--- src/rtl/mem_arbiter_rr_if.sv ---
// Bundle of client-side request/response and memory-side signals for mem_arbiter_rr.
// The arbiter takes the slave view; the surrounding fabric or bench takes the master view.
interface mem_arbiter_rr_if #(
    parameter int NUM_PORTS  = 2,
    parameter int ADDR_WIDTH = 32,
    parameter int LINE_WIDTH = 256
);
    localparam int IDX_W = (NUM_PORTS > 1) ? $clog2(NUM_PORTS) : 1;

    logic [NUM_PORTS-1:0]            cl_read;
    logic [NUM_PORTS-1:0]            cl_write;
    logic [NUM_PORTS*ADDR_WIDTH-1:0] cl_addr;
    logic [NUM_PORTS*LINE_WIDTH-1:0] cl_wdata;
    logic [LINE_WIDTH-1:0]           cl_rdata;
    logic [NUM_PORTS-1:0]            cl_resp;

    logic                            mem_read;
    logic                            mem_write;
    logic [ADDR_WIDTH-1:0]           mem_addr;
    logic [LINE_WIDTH-1:0]           mem_wdata;
    logic [LINE_WIDTH-1:0]           mem_rdata;
    logic                            mem_resp;

    logic                            grant_valid;
    logic [IDX_W-1:0]                grant_idx;

    modport master (
        output cl_read, cl_write, cl_addr, cl_wdata, mem_rdata, mem_resp,
        input  cl_rdata, cl_resp, mem_read, mem_write, mem_addr, mem_wdata,
               grant_valid, grant_idx
    );

    modport slave (
        input  cl_read, cl_write, cl_addr, cl_wdata, mem_rdata, mem_resp,
        output cl_rdata, cl_resp, mem_read, mem_write, mem_addr, mem_wdata,
               grant_valid, grant_idx
    );
endinterface

--- src/rtl/mem_arbiter_rr.sv ---
// N-client cacheline memory arbiter: round-robin or fixed-priority selection,
// latches the winning request for the whole transaction and routes the response back.
module mem_arbiter_rr #(
    parameter int NUM_PORTS     = 2,
    parameter int ADDR_WIDTH    = 32,
    parameter int LINE_WIDTH    = 256,
    parameter int PRIORITY_MODE = 0
) (
    input  logic             clk,
    input  logic             rst,
    mem_arbiter_rr_if.slave  bus
);
    localparam int IDX_W = (NUM_PORTS > 1) ? $clog2(NUM_PORTS) : 1;

    typedef enum logic [1:0] {
        IDLE    = 2'd0,
        BUSY    = 2'd1,
        RELEASE = 2'd2
    } state_t;

    state_t                  state, state_next;
    logic [IDX_W-1:0]        grant_q;
    logic [IDX_W-1:0]        rr_ptr;
    logic                    op_write_q;
    logic [ADDR_WIDTH-1:0]   addr_q;
    logic [LINE_WIDTH-1:0]   wdata_q;

    logic [NUM_PORTS-1:0]    req;
    logic [2*NUM_PORTS-1:0]  req_dbl;
    logic [NUM_PORTS-1:0]    req_rot;
    logic [IDX_W-1:0]        search_start;
    logic [IDX_W-1:0]        win;
    logic                    any_req;
    logic                    found;
    int                      win_int;

    assign req          = bus.cl_read | bus.cl_write;
    assign any_req      = |req;
    assign search_start = (PRIORITY_MODE != 0) ? '0 : rr_ptr;
    // Rotating a doubled copy turns the wrap-around search into a plain lowest-bit scan.
    assign req_dbl      = {req, req} >> search_start;
    assign req_rot      = req_dbl[NUM_PORTS-1:0];

    // NOTE: every variable written in always_comb gets a default first, so no path leaves it unassigned and no latch is inferred.
    always_comb begin
        found   = 1'b0;
        win_int = 0;
        win     = '0;
        for (int k = 0; k < NUM_PORTS; k++) begin
            if (!found && req_rot[k]) begin
                found   = 1'b1;
                win_int = int'(search_start) + k;
                if (win_int >= NUM_PORTS) win_int = win_int - NUM_PORTS;
                win     = IDX_W'(win_int);
            end
        end
    end

    // NOTE: sequential state uses non-blocking assignments so every register samples pre-edge values.
    always_ff @(posedge clk or posedge rst) begin
        if (rst) state <= IDLE;
        else     state <= state_next;
    end

    always_comb begin
        state_next = state;
        unique case (state)
            IDLE:    if (any_req)      state_next = BUSY;
            BUSY:    if (bus.mem_resp) state_next = RELEASE;
            RELEASE:                   state_next = IDLE;
            default:                   state_next = IDLE;
        endcase
    end

    // NOTE: the wide address/data latches are reset too, because the memory side must see zeros right after reset.
    always_ff @(posedge clk or posedge rst) begin
        if (rst) begin
            grant_q    <= '0;
            rr_ptr     <= '0;
            op_write_q <= 1'b0;
            addr_q     <= '0;
            wdata_q    <= '0;
        end else if (state == IDLE && any_req) begin
            grant_q    <= win;
            op_write_q <= bus.cl_write[win];
            addr_q     <= bus.cl_addr[win*ADDR_WIDTH +: ADDR_WIDTH];
            wdata_q    <= bus.cl_wdata[win*LINE_WIDTH +: LINE_WIDTH];
            if (PRIORITY_MODE != 0)
                rr_ptr <= '0;
            else
                rr_ptr <= (win == IDX_W'(NUM_PORTS - 1)) ? '0 : win + IDX_W'(1);
        end
    end

    always_comb begin
        bus.mem_read    = 1'b0;
        bus.mem_write   = 1'b0;
        bus.grant_valid = 1'b0;
        bus.cl_resp     = '0;
        if (state == BUSY) begin
            bus.grant_valid = 1'b1;
            bus.mem_read    = ~op_write_q;
            bus.mem_write   = op_write_q;
            if (bus.mem_resp) bus.cl_resp[grant_q] = 1'b1;
        end
    end

    assign bus.mem_addr  = addr_q;
    assign bus.mem_wdata = wdata_q;
    assign bus.grant_idx = grant_q;
    assign bus.cl_rdata  = bus.mem_rdata;

endmodule

--- src/flat_wrapper.sv ---
// flat-port wrapper written by rule: the top's interface ports become plain ports
module mem_arbiter_rr_flat 
#(
    parameter int NUM_PORTS     = 2,
    parameter int ADDR_WIDTH    = 32,
    parameter int LINE_WIDTH    = 256,
    parameter int PRIORITY_MODE = 0
)
  (clk, rst, bus_cl_read, bus_cl_write, bus_cl_addr, bus_cl_wdata, bus_mem_rdata, bus_mem_resp, bus_cl_rdata, bus_cl_resp, bus_mem_read, bus_mem_write, bus_mem_addr, bus_mem_wdata, bus_grant_valid, bus_grant_idx);
  mem_arbiter_rr_if #(.NUM_PORTS(NUM_PORTS), .ADDR_WIDTH(ADDR_WIDTH), .LINE_WIDTH(LINE_WIDTH)) bus_i ();
  input  logic clk;
  input  logic rst;
  input wire logic [$bits(bus_i.cl_read)-1:0] bus_cl_read;
  input wire logic [$bits(bus_i.cl_write)-1:0] bus_cl_write;
  input wire logic [$bits(bus_i.cl_addr)-1:0] bus_cl_addr;
  input wire logic [$bits(bus_i.cl_wdata)-1:0] bus_cl_wdata;
  input wire logic [$bits(bus_i.mem_rdata)-1:0] bus_mem_rdata;
  input wire logic [$bits(bus_i.mem_resp)-1:0] bus_mem_resp;
  output wire logic [$bits(bus_i.cl_rdata)-1:0] bus_cl_rdata;
  output wire logic [$bits(bus_i.cl_resp)-1:0] bus_cl_resp;
  output wire logic [$bits(bus_i.mem_read)-1:0] bus_mem_read;
  output wire logic [$bits(bus_i.mem_write)-1:0] bus_mem_write;
  output wire logic [$bits(bus_i.mem_addr)-1:0] bus_mem_addr;
  output wire logic [$bits(bus_i.mem_wdata)-1:0] bus_mem_wdata;
  output wire logic [$bits(bus_i.grant_valid)-1:0] bus_grant_valid;
  output wire logic [$bits(bus_i.grant_idx)-1:0] bus_grant_idx;
  assign bus_i.cl_read = bus_cl_read;
  assign bus_i.cl_write = bus_cl_write;
  assign bus_i.cl_addr = bus_cl_addr;
  assign bus_i.cl_wdata = bus_cl_wdata;
  assign bus_i.mem_rdata = bus_mem_rdata;
  assign bus_i.mem_resp = bus_mem_resp;
  assign bus_cl_rdata = bus_i.cl_rdata;
  assign bus_cl_resp = bus_i.cl_resp;
  assign bus_mem_read = bus_i.mem_read;
  assign bus_mem_write = bus_i.mem_write;
  assign bus_mem_addr = bus_i.mem_addr;
  assign bus_mem_wdata = bus_i.mem_wdata;
  assign bus_grant_valid = bus_i.grant_valid;
  assign bus_grant_idx = bus_i.grant_idx;
  mem_arbiter_rr #(.NUM_PORTS(NUM_PORTS), .ADDR_WIDTH(ADDR_WIDTH), .LINE_WIDTH(LINE_WIDTH), .PRIORITY_MODE(PRIORITY_MODE)) u_core (.clk(clk), .rst(rst), .bus(bus_i));
endmodule
--- config.mk ---
export PLATFORM = sky130hd
export DESIGN_NAME = mem_arbiter_rr_flat
export DESIGN_NICKNAME = d
export VERILOG_FILES = /design/src/rtl/mem_arbiter_rr_if.sv /design/src/rtl/mem_arbiter_rr.sv /design/src/flat_wrapper.sv
export SDC_FILE = /design/constraint.sdc
export NUM_CORES = 1
export LEC_CHECK = 0
export CAP_MARGIN = 20
export CORE_AREA = 2 2 537 539
export CTS_CLUSTER_SIZE = 20
export DETAILED_ROUTE_END_ITERATION = 6
export DIE_AREA = 0 0 539 541
export PLACE_DENSITY = 0.3
export SYNTH_ARGS = -nofsm -noshare
export SYNTH_HDL_FRONTEND = slang
export SYNTH_SLANG_ARGS = --single-unit
--- constraint.sdc ---
create_clock -name clk -period 16 [get_ports clk]
set_input_delay 2.4 -clock clk [delete_from_list [all_inputs] [get_ports clk]]
set_output_delay 2.4 -clock clk [all_outputs]
set_load 0.005 [all_outputs]
# --- Word-level counts from Yosys, hierarchy flattened ---
# Cells that the tools add are included.
op_classes:
  n_addsub: 4
  magnitude_cmp: 5
  n_eq_ne: 3
  n_shift: 3
  n_mux: 18
  bitwise_logic: 2
  reduce_logical: 7
op_table:
  columns: ["op", "n"]
  rows:
  - ["$shiftx A512 B10 Y256", 1]
  - ["$shiftx A64 B7 Y32", 1]
  - ["$mux W1", 12]
  - ["$mux W2", 4]
  - ["$lt A1 B2 Y1 const B", 2]
  - ["$pmux W2 S2", 1]
  - ["$shr A4 B1 Y2", 1]
  - ["$logic_and A1 B1 Y1", 3]
  - ["$add A1 B1 Y2 const B", 1]
  - ["$eq A2 B1 Y1 const B", 1]
  - ["$ge A1 B2 Y1 const B", 1]
  - ["$ge A2 B2 Y1 const B", 1]
  - ["$logic_not A2 Y1", 1]
  - ["$ne A2 B1 Y1 const B", 1]
  - ["$ne A2 B2 Y1 const B", 1]
  - ["$or A2 B2 Y2", 1]
  - ["$reduce_and A2 Y1", 1]
  - ["$reduce_or A2 Y1", 1]
  - ["$sub A1 B1 Y1 const B", 2]
  - ["$add A1 B1 Y1 const B", 1]
  - ["$demux W1 S1", 1]
  - ["$ge A1 B1 Y1 const B", 1]
  - ["$logic_not A1 Y1", 1]
  - ["$not A1 Y1", 1]
word_totals:
  regBits: 293
  inputBits: 839
  out_inout_bits: 550
  word_cells: 48

# --- Longest topological paths before layout ---
depth:
  ltp_word: 8
  mapped_depth: 6
  mapped_depth_nobuf: 4

# --- Worst setup path before layout ---
# OpenSTA, ideal clock, no wires.
synth_timing:
  path_type: "input to output"
  startpoint: "input port bus_mem_resp"
  endpoint: "output port bus_cl_resp[0]"
  arrival_time_ns: 2.651
  required_time_ns: 13.600
  path_slack_ns: 10.949
  stages: 2
  path_buffers: 0
  path_cell_list: "and2_1 nor2b_1"
synth_via:
  elab_chain_len: 2
synth_rtl:
  columns: ["item", "line_no", "text"]
  rows:
  - ["start: declaration", "flat_wrapper.sv:18", "input wire logic [$bits(bus_i.mem_resp)-1:0] bus_mem_resp;"]
  - ["$mux W2", "mem_arbiter_rr.sv:104", "if (bus.mem_resp) bus.cl_resp[grant_q] = 1'b1;"]
  - ["$mux W2", "mem_arbiter_rr.sv:100", "if (state == BUSY) begin"]
  - ["end: declaration", "flat_wrapper.sv:20", "output wire logic [$bits(bus_i.cl_resp)-1:0] bus_cl_resp;"]
# Every way passes these cells.

# --- Worst setup path in the final report ---
# Ends and elaborated chain as after synthesis.

==> flow_summary.json <==
{
  "cts_made_buffers": 44,
  "fin_tns_setup_ps": 0,
  "finalWeightedCongestion": 0.755,
  "grt.overflow.total": 0,
  "yosysSeqAreaShare": 0.473,
  "clk_path_buf_depth": 3,
  "drt_wl_total_mm": 149,
  "io_pins": 1389,
  "die-height_um": 541,
  "drc_errors": 0,
  "design.die.area_um2": 292000,
  "critPathTopFamily": "buffers and inverters",
  "cts_hold_buf": 0,
  "power_density_nw_per_um2": 182,
  "areaGrowthSynthToFinish_pct": 81.6,
  "grt_max_degree": 108,
  "path_class": "input port to primary output",
  "hpwl_mm": 124,
  "clock_latency_ps": 660,
  "path_common_cell": "clkdlybuf4s50_1",
  "synth_nets": 2112,
  "status": "finished clean",
  "cts_num_sinks": 293,
  "detail_route.wl_per_cell_um": 26.3,
  "ys_ff_latch": 293,
  "crit_chain": "clkdlybuf4s50_1 > and2_1 > nor2b_1 > clkdlybuf4s50_1",
  "drv_slew": 0,
  "grt_first_pass_wirelength_mm": 186,
  "fin_skew_ps": 22.2,
  "nets": 2675,
  "cts-resized-gates": 0,
  "initial_core_util": 0.0541,
  "syn_inst": 1273,
  "reg2regPathDepth": 7,
  "setup_viol": 0,
  "placedInstanceArea_um2": 26600,
  "worstPathArrival_ps": 4280,
  "worstPathMaxFanout": 3,
  "groute.usage.overall": 0.0989,
  "p_int_w": 0.00308,
  "rsz0062_at_grt": "false",
  "cpPeakStageDelay_ps": 650,
  "max_freq_mhz": 150,
  "clockPowerShare": 0.209,
  "switchingPower_w": 0.00205,
  "cts_tree": "built",
  "cap_viol_max_count": 0,
  "required_ps": 13600,
  "slowest_stage": "clkdlybuf4s50_1",
  "yosys_warnings": 0,
  "row_count": 197,
  "drive_above_1_share": 0.105,
  "htree_levels": 2,
  "fin_crit_sh": 0.418,
  "hold_ws_ps": 531,
  "drtIter0Drc": 720,
  "power_leakage_nw": 9.75,
  "cp_num_buf_inv": 2,
  "path_clk_slew_ps": 60,
  "path_depth": 4,
  "fin_crit_ps": 6680,
  "synth.distinct_cells": 23,
  "cts_root_buffer": "clkbuf_16",
  "synth_area_per_cell_um2": 12.2,
  "core-area_um2": 286000,
  "pwr-share-comb": 0.520,
  "worstSetupStartpointType": "input port",
  "routed_via_density": 2.56,
  "hold_violations": 0,
  "antenna_left": 0,
  "slew_headroom": 0.367,
  "num_vias": 14500,
  "vdd_drop_max_mv": 0.0784,
  "tightest_slew_ps": 949,
  "holdPathStages": 1,
  "end_kind": "primary output",
  "io_buffers": 876,
  "netSwitchingFraction": 0.400,
  "holdCritPathClass": "flop to flop",
  "first_pass_iters": 5,
  "syn_area_um2": 15500,
  "fillers": 32900,
  "first_global_vias": 15800,
  "fp.dieW_um": 539,
  "design_area_um2": 28200,
  "antenna_found_initial": 81,
  "cts_setup_buffers": 0,
  "pwr-share-seq": 0.270
}
layout make-up:
cell class              count  area (um2)  area share
repair buffers            901        8980       0.319
flip-flops and latches    293        7330       0.260
inverters                   2        15.0    0.000533
multi-input cells         594        5560       0.197
well taps                3781        4730       0.168
diodes                     11        27.5    0.000978
clock inverters            11         188     0.00667
clock buffers              67        1320      0.0468
path summary, 6_finish.rpt:
| kind | startpoint | endpoint | slack, ps |
|---|---|---|---|
| max | bus_mem_resp | bus_cl_resp[0] | 9320 |
| min | u_core.rr_ptr | u_core.rr_ptr | 530 |
| max reg2reg | u_core.state[1] | u_core.bus.mem_wdata[148] | 12160 |
| min reg2reg | u_core.rr_ptr | u_core.rr_ptr | 530 |
| max in group asynchronous | rst | u_core.bus.mem_wdata[19] | 11110 |
| min in group asynchronous | rst | u_core.bus.mem_wdata[212] | 2210 |
layer usage:
metal,vias to the layer above,part of all wire,global-route usage
li1,5855,-,-
met1,7137,0.38,0.108
met2,1134,0.41,0.142
met3,299,0.18,0.0792
met4,40,0.032,0.0305
met5,-,0.0041,0.00559
cell usage in the layout (no fill, tap or decap), drive strengths merged:
master | synthesis | final
clkdlybuf4s50 | 0 | 876
dfrtp | 293 | 293
a221o | 289 | 289
a21boi | 288 | 288
clkbuf | 75 | 67
buf | 309 | 25
diode | 0 | 11
bufinv | 0 | 5
clkinv | 0 | 5
nor2 | 3 | 3
inv | 2 | 3
and2 | 2 | 2
and3 | 2 | 2
a21o | 2 | 2
o21ai | 2 | 2
and3b | 1 | 1
o221a | 1 | 1
or4 | 1 | 1
nand2b | 1 | 1
nor2b | 1 | 1
nand2 | 1 | 1
kinds of logic (layout without fill, tap and decap cells):
logic type / count (synthesis) / count (layout) / synth area share
AO/OA/AOI/OAI: 582 / 582 / 0.353
buffers and inverters: 386 / 981 / 0.170
flip-flops: 293 / 293 / 0.473
other: 0 / 11 / 0
AND/OR/NAND/NOR: 12 / 12 / 0.00444
state kept, by name (all words and copies together) (netlist names):
name                  cells
u_core.bus.mem_addr      32
u_core.state              2
u_core.bus.mem_wdata    256
u_core.bus.grant_idx      1
u_core.op_write_q         1
u_core.rr_ptr             1
stage by stage:
step,std cells,worst slack [ps],power (W),utilization
after floorplan,1273,5510,0.00240,-
after global placement,5571,9430,0.00422,0.0929
after detailed placement,5571,9450,0.00420,0.0929
after CTS,5649,9440,0.00536,0.0982
after global routing,5649,9400,0.00556,0.0982
final,5660,9320,0.00513,0.0983
power by group through the flow:
stage                     clock network [W]  logic, W  registers [W]
final                               0.00107   0.00267        0.00139
after global routing                0.00115   0.00297        0.00144
after CTS                           0.00113   0.00281        0.00141
after detailed placement                  0   0.00280        0.00140
after global placement                    0   0.00280        0.00142
after floorplan                           0   0.00109        0.00131
synth_stat cells:
cell type | instances | share of area
nand2b_1 | 1 | 0.00040
nand2_1 | 1 | 0.00024
o221a_2 | 1 | 0.00073
and2_1 | 2 | 0.00081
and3_1 | 2 | 0.00081
dfrtp_1 | 293 | 0.47
a21o_1 | 2 | 0.00097
buf_4 | 257 | 0.12
a21boi_0 | 17 | 0.0082
a21boi_2 | 100 | 0.073
nor2_1 | 3 | 0.00073
buf_8 | 1 | 0.00097
clkbuf_1 | 75 | 0.018
inv_1 | 2 | 0.00048
o21ai_1 | 1 | 0.00032
nor2b_1 | 1 | 0.00040
buf_6 | 23 | 0.017
o21ai_0 | 1 | 0.00032
buf_2 | 28 | 0.0090
or4_1 | 1 | 0.00048
a221o_1 | 289 | 0.19
a21boi_1 | 171 | 0.083
and3b_1 | 1 | 0.00057
worst reg2reg max path, stage by stage, from the launching register on:
cell     delay, ps
dfrtp_1        400
nor2_4         130
buf_4          460
o221a_4        540
buf_12         400
buf_4          640
buf_4          790
a221o_1        410
Power figures use the tool's default switching activity.
